==> src/rtl/lsu_riscv.sv <==
// lsu_riscv: load-store unit between the core datapath and the data-memory bus.
// Accepts a decoded memory request, formats store data/byte enables, runs a
// req/gnt then rvalid transaction, and returns the extended load result.
//
// Ports:
//   clk_i, rst_i            clock, synchronous active-high reset
//   lsu_req_i/we_i/size_i   memory op request, store flag, LDST size code
//   lsu_addr_i, lsu_data_i  byte address, store data (rs2)
//   lsu_stall_req_o         hold PC / GPR write until the op completes
//   lsu_data_o, lsu_err_o   load result and error pulse, valid in DONE
//   data_*                  memory bus (req/we/be/addr/wdata out, gnt/rvalid/rdata in)
module lsu_riscv #(
  parameter int unsigned TIMEOUT = 255
) (
  input  logic        clk_i,
  input  logic        rst_i,
  input  logic        lsu_req_i,
  input  logic        lsu_we_i,
  input  logic [2:0]  lsu_size_i,
  input  logic [31:0] lsu_addr_i,
  input  logic [31:0] lsu_data_i,
  output logic        lsu_stall_req_o,
  output logic [31:0] lsu_data_o,
  output logic        lsu_err_o,
  output logic        data_req_o,
  output logic        data_we_o,
  output logic [3:0]  data_be_o,
  output logic [31:0] data_addr_o,
  output logic [31:0] data_wdata_o,
  input  logic        data_gnt_i,
  input  logic        data_rvalid_i,
  input  logic [31:0] data_rdata_i
);

  localparam int unsigned CNT_W = (TIMEOUT > 0) ? $clog2(TIMEOUT + 1) : 1;

  typedef enum logic [1:0] {IDLE, REQ, RESP, DONE} state_t;

  state_t            state, state_nxt;
  logic              we_q;
  logic [2:0]        size_q;
  logic [1:0]        off_q;
  logic              err_q;
  logic [CNT_W-1:0]  tmo_cnt;

  logic              req_bad;
  logic [3:0]        fmt_be;
  logic [31:0]       fmt_wdata;
  logic              tmo_hit;
  logic              load_done;
  logic              tmo_done;

  function automatic logic [31:0] load_ext(input logic [31:0] w,
                                           input logic [2:0]  sz,
                                           input logic [1:0]  off);
    logic [7:0]  b;
    logic [15:0] h;
    b = w[{off, 3'b000} +: 8];
    h = off[1] ? w[31:16] : w[15:0];
    case (sz)
      3'b000:  load_ext = {{24{b[7]}}, b};
      3'b100:  load_ext = {24'd0, b};
      3'b001:  load_ext = {{16{h[15]}}, h};
      3'b101:  load_ext = {16'd0, h};
      default: load_ext = w;
    endcase
  endfunction

  // Request decode: alignment/size legality and store lane formatting
  always_comb begin
    req_bad   = 1'b0;
    fmt_be    = 4'b1111;
    fmt_wdata = lsu_data_i;
    case (lsu_size_i)
      3'b000, 3'b100: req_bad = 1'b0;
      3'b001, 3'b101: req_bad = lsu_addr_i[0];
      3'b010:         req_bad = |lsu_addr_i[1:0];
      default:        req_bad = 1'b1;
    endcase
    case (lsu_size_i[1:0])
      2'b00: begin
        fmt_be    = 4'b0001 << lsu_addr_i[1:0];
        fmt_wdata = {4{lsu_data_i[7:0]}};
      end
      2'b01: begin
        fmt_be    = lsu_addr_i[1] ? 4'b1100 : 4'b0011;
        fmt_wdata = {2{lsu_data_i[15:0]}};
      end
      default: ;
    endcase
  end

  // Counter holds cycles already spent in the current REQ/RESP visit, so the
  // abort fires on the TIMEOUT-th cycle. A bus event in that cycle still wins.
  always_comb begin
    tmo_hit = (TIMEOUT != 32'd0) && ((32'(tmo_cnt) + 32'd1) == 32'(TIMEOUT));
  end

  always_comb begin
    state_nxt = state;
    load_done = 1'b0;
    tmo_done  = 1'b0;
    case (state)
      IDLE: begin
        if (lsu_req_i) state_nxt = req_bad ? DONE : REQ;
      end
      REQ: begin
        if (data_gnt_i) begin
          if (we_q) begin
            state_nxt = DONE;
          end else if (data_rvalid_i) begin
            state_nxt = DONE;
            load_done = 1'b1;
          end else begin
            state_nxt = RESP;
          end
        end else if (tmo_hit) begin
          state_nxt = DONE;
          tmo_done  = 1'b1;
        end
      end
      RESP: begin
        if (data_rvalid_i) begin
          state_nxt = DONE;
          load_done = 1'b1;
        end else if (tmo_hit) begin
          state_nxt = DONE;
          tmo_done  = 1'b1;
        end
      end
      DONE:    state_nxt = IDLE;
      default: state_nxt = IDLE;
    endcase
  end

  always_ff @(posedge clk_i) begin
    if (rst_i) state <= IDLE;
    else       state <= state_nxt;
  end

  always_ff @(posedge clk_i) begin
    if (rst_i) begin
      we_q         <= 1'b0;
      size_q       <= '0;
      off_q        <= '0;
      err_q        <= 1'b0;
      tmo_cnt      <= '0;
      lsu_data_o   <= '0;
      data_we_o    <= 1'b0;
      data_be_o    <= '0;
      data_addr_o  <= '0;
      data_wdata_o <= '0;
    end else begin
      if (state == IDLE && lsu_req_i) begin
        we_q         <= lsu_we_i;
        size_q       <= lsu_size_i;
        off_q        <= lsu_addr_i[1:0];
        err_q        <= req_bad;
        data_we_o    <= lsu_we_i;
        data_be_o    <= fmt_be;
        data_addr_o  <= {lsu_addr_i[31:2], 2'b00};
        data_wdata_o <= fmt_wdata;
        if (req_bad) lsu_data_o <= '0;
      end
      if ((state == REQ || state == RESP) && state_nxt == state)
        tmo_cnt <= tmo_cnt + CNT_W'(1);
      else
        tmo_cnt <= '0;
      if (load_done) lsu_data_o <= load_ext(data_rdata_i, size_q, off_q);
      if (tmo_done) begin
        err_q      <= 1'b1;
        lsu_data_o <= '0;
      end
    end
  end

  assign data_req_o      = (state == REQ);
  assign lsu_stall_req_o = lsu_req_i && (state != DONE);
  assign lsu_err_o       = (state == DONE) && err_q;

endmodule

==> config.mk <==
export PLATFORM = sky130hd
export DESIGN_NAME = lsu_riscv
export DESIGN_NICKNAME = d
export VERILOG_FILES = /design/src/rtl/lsu_riscv.sv
export SDC_FILE = /design/constraint.sdc
export NUM_CORES = 1
export LEC_CHECK = 0
export CAP_MARGIN = 5
export CORE_MARGIN = 3
export CORE_UTILIZATION = 44
export DETAILED_ROUTE_END_ITERATION = 8
export GPL_TIMING_DRIVEN = 0
export PLACE_DENSITY = 0.81
export SLEW_MARGIN = 0
export SYNTH_ARGS = -nofsm -noshare
export SYNTH_HDL_FRONTEND = slang
export SYNTH_SLANG_ARGS = --single-unit
export TNS_END_PERCENT = 1
==> constraint.sdc <==
create_clock -name clk_i -period 2.7 [get_ports clk_i]
set_input_delay 0.54 -clock clk_i [delete_from_list [all_inputs] [get_ports clk_i]]
set_output_delay 0.54 -clock clk_i [all_outputs]
set_load 0.01 [all_outputs]
==> results.cfg <==
[global_route]
grt_pass1_vias = 5919
grt_pass1_wl_microns = 29100
grt_overflow = 0
grt_start_max_net_pins = 17
grtUsageTotal = 0.276
antenna_found_initial = 0

[logic_synthesis]
synth_area_sq_um = 5330
synthArstFlopShare = 0
synth-compound-area-share = 0.231
ys_seq_area_frac = 0.432
muxShareOfSynthArea = 0.0467
synthXorXnorAreaFrac = 0.00986
netlist_instances = 666
ys_types = 59
syn-mean-instance-area_sq_um = 8.00
synth_flop_cell = dfxtp_1
ys_ff_latch = 115
post_synth_fa_ha_maj_area_fraction = 0.0188
synth-simple-area-share = 0.206
synth_top_family_by_area = compound AO/OA/AOI/OAI gates
synth_edf_count = 0
synth_warnings = 0

[floorplan]
initial_utilization = 0.459
rows = 39
die_w_microns = 116
core_sq_um = 11600
die_area_sq_um = 13500
fp.dieH_microns = 116
boundaryPins = 209

[clocking]
post_cts.repair.setup_buffers = 0
cts_resized = 0
path_clk_slew_ns = 0.06
cts_root_buf = clkbuf_16
cts_buffer_depth = 2
numCtsBuffers = 17
cts_tree = built
clkSinkCount = 115
ctsHtreeMaxLevel = 4
hold_buffers = 0
insertion_delay_ns = 0.42

[min_path]
hold_class = reg2reg
min_from = lsu_data_o[5]$_SDFFE_PP0P_
whs_path_depth = 2
min_to = lsu_data_o[5]$_SDFFE_PP0P_

[power]
finalPower_mw = 6.75
vdd_drop_max_uv = 460
power.leakage_nw = 2.97
power.density_nw_per_um2 = 828

[timing]
rsz0062_at_grt = false
worst_pin_slew_ns = 0.672
skew_ns = 0.00730
fin_crit_sh = 0.928
worst_slack_ns = 0.195
fin_crit_ns = 2.51
hold_viol_final = 0
fmax_ghz = 0.399
worst_slew_margin_rel = 0.550
tns_ns = 0
maxSlewViolCount = 0
finalSetupViolCount = 0

[critical_path]
worstSetupPathType = reg2out
reg2regPathDepth = 8
startpoint_type = flop
worstPathMaxFanout = 8
r2r_setup_slack_ns = 0.24
worstPathRequired_ns = 2.16
cp-end-kind = primary output
arrival_ns = 1.97
timing.rr.start = state[1]$_SDFF_PP0_
rr_endpoint = lsu_data_o[28]$_SDFFE_PP0P_

[layout]
layout_common_cells = clkdlybuf4s50_1, nand2_1, dfxtp_1
nets = 1004
diodes = 0
fillers = 948
syn_to_final_growth_pct = 52.9
utilization = 0.702
final_common_cell = clkdlybuf4s50_1
layout-drive-gt1-share = 0.0730

[placed_design]
gp_congestion = 0.899
port-buffer-count = 205
post-place-ws_ns = 0.179
post-dp-hpwl_microns = 14200

[route]
drtAntennaViolNets = 0
dr.pass1.iters = 5
wl_per_cell_microns = 18.0
drtIter0Drc = 419
vias = 5863
wirelength_microns = 18800
drc = 0
avgViaCountPerCell = 5.60

[outcome]
status = completed

[flow_run]
drv_cap = 0
[sequential cells by signal, indices dropped and copies added (netlist names)]
name          count
state             2
data_wdata_o     32
we_q              1
data_be_o         4
err_q             1
tmo_cnt           8
size_q            3
off_q             2
data_addr_o      30
lsu_data_o       32
[per-layer routing]
layer	wire length, microns	vias up	share of wire	track usage
li1	-	2778	-	-
met1	7090	2688	0.38	0.307
met2	9140	336	0.49	0.473
met3	1930	61	0.10	0.0940
met4	667	0	0.035	0.131
met5	0	-	0	0
[layout make-up]
class | instances | area (sq um) | share of cell area
multi-input cells | 484 | 2740 | 0.336
flip-flops and latches | 115 | 2300 | 0.282
repair buffers | 205 | 2050 | 0.252
clock buffers | 17 | 425 | 0.0522
plain buffers | 49 | 218 | 0.0267
well taps | 143 | 179 | 0.0219
clock inverters | 15 | 161 | 0.0198
inverters | 19 | 71.3 | 0.00875
[stage by stage]
stage          cell area [sq um]  std cells  hold WS [ns]
2_1_floorplan               5330        667         0.449
3_3_place_gp                7560       1015         0.438
3_5_place_dp                7560       1015         0.445
4_1_cts                     8150       1047         0.453
5_1_grt                     8150       1047         0.471
6_report                    8150       1047         0.454
[how the worst max path moves through the flow]
stage	start	slack (ns)	endpoint	cells past startpoint
final	state[1]$_SDFF_PP0_	0.19	data_req_o	3
after global routing	state[1]$_SDFF_PP0_	0.07	tmo_cnt[2]$_SDFF_PP0_	7
after CTS	state[1]$_SDFF_PP0_	0.20	data_req_o	3
after detailed placement	lsu_req_i	0.18	data_wdata_o[16]$_SDFFE_PP0P_	6
after global placement	lsu_req_i	0.17	data_wdata_o[31]$_SDFFE_PP0P_	7
after floorplan	state[1]$_SDFF_PP0_	0.53	tmo_cnt[2]$_SDFF_PP0_	7
[where the power goes]
group,internal (mW),switching [mW]
logic,1.07,1.27
clock network,1.36,0.848
registers,2.00,0.198
total,4.43,2.32
[cell usage after synthesis, types with 7 or more instances]
cell / n / share of area
o22ai_1: 9 / 0.011
and2_1: 7 / 0.0082
a211oi_1: 18 / 0.025
o21ai_1: 10 / 0.0094
nor2_1: 36 / 0.025
ha_1: 8 / 0.019
dfxtp_1: 115 / 0.43
a311oi_1: 8 / 0.013
a31oi_1: 7 / 0.0082
buf_1: 9 / 0.0063
mux2i_1: 17 / 0.032
nor3_1: 10 / 0.0094
clkbuf_1: 24 / 0.017
buf_2: 12 / 0.011
o21ai_0: 25 / 0.023
a21oi_1: 92 / 0.086
inv_1: 19 / 0.013
nand2_1: 163 / 0.11
[worst max-delay path: stages, from the launching register on]
cell             delay (ns)
dfxtp_1                0.41
inv_1                  0.17
ha_1                   0.35
clkdlybuf4s50_1        0.62
[logic make-up (layout without fill, tap and decap cells)]
family / count (synthesis) / count (layout)
buffers and inverters: 68 / 305
other: 1 / 2
multiplexers: 21 / 21
AND/OR/NAND/NOR: 245 / 245
XOR/XNOR: 6 / 6
flip-flops: 115 / 115
AO/OA/AOI/OAI: 202 / 202
adder cells (fa/ha/maj): 8 / 8
Note: power is estimated with default switching activity, not from simulation.
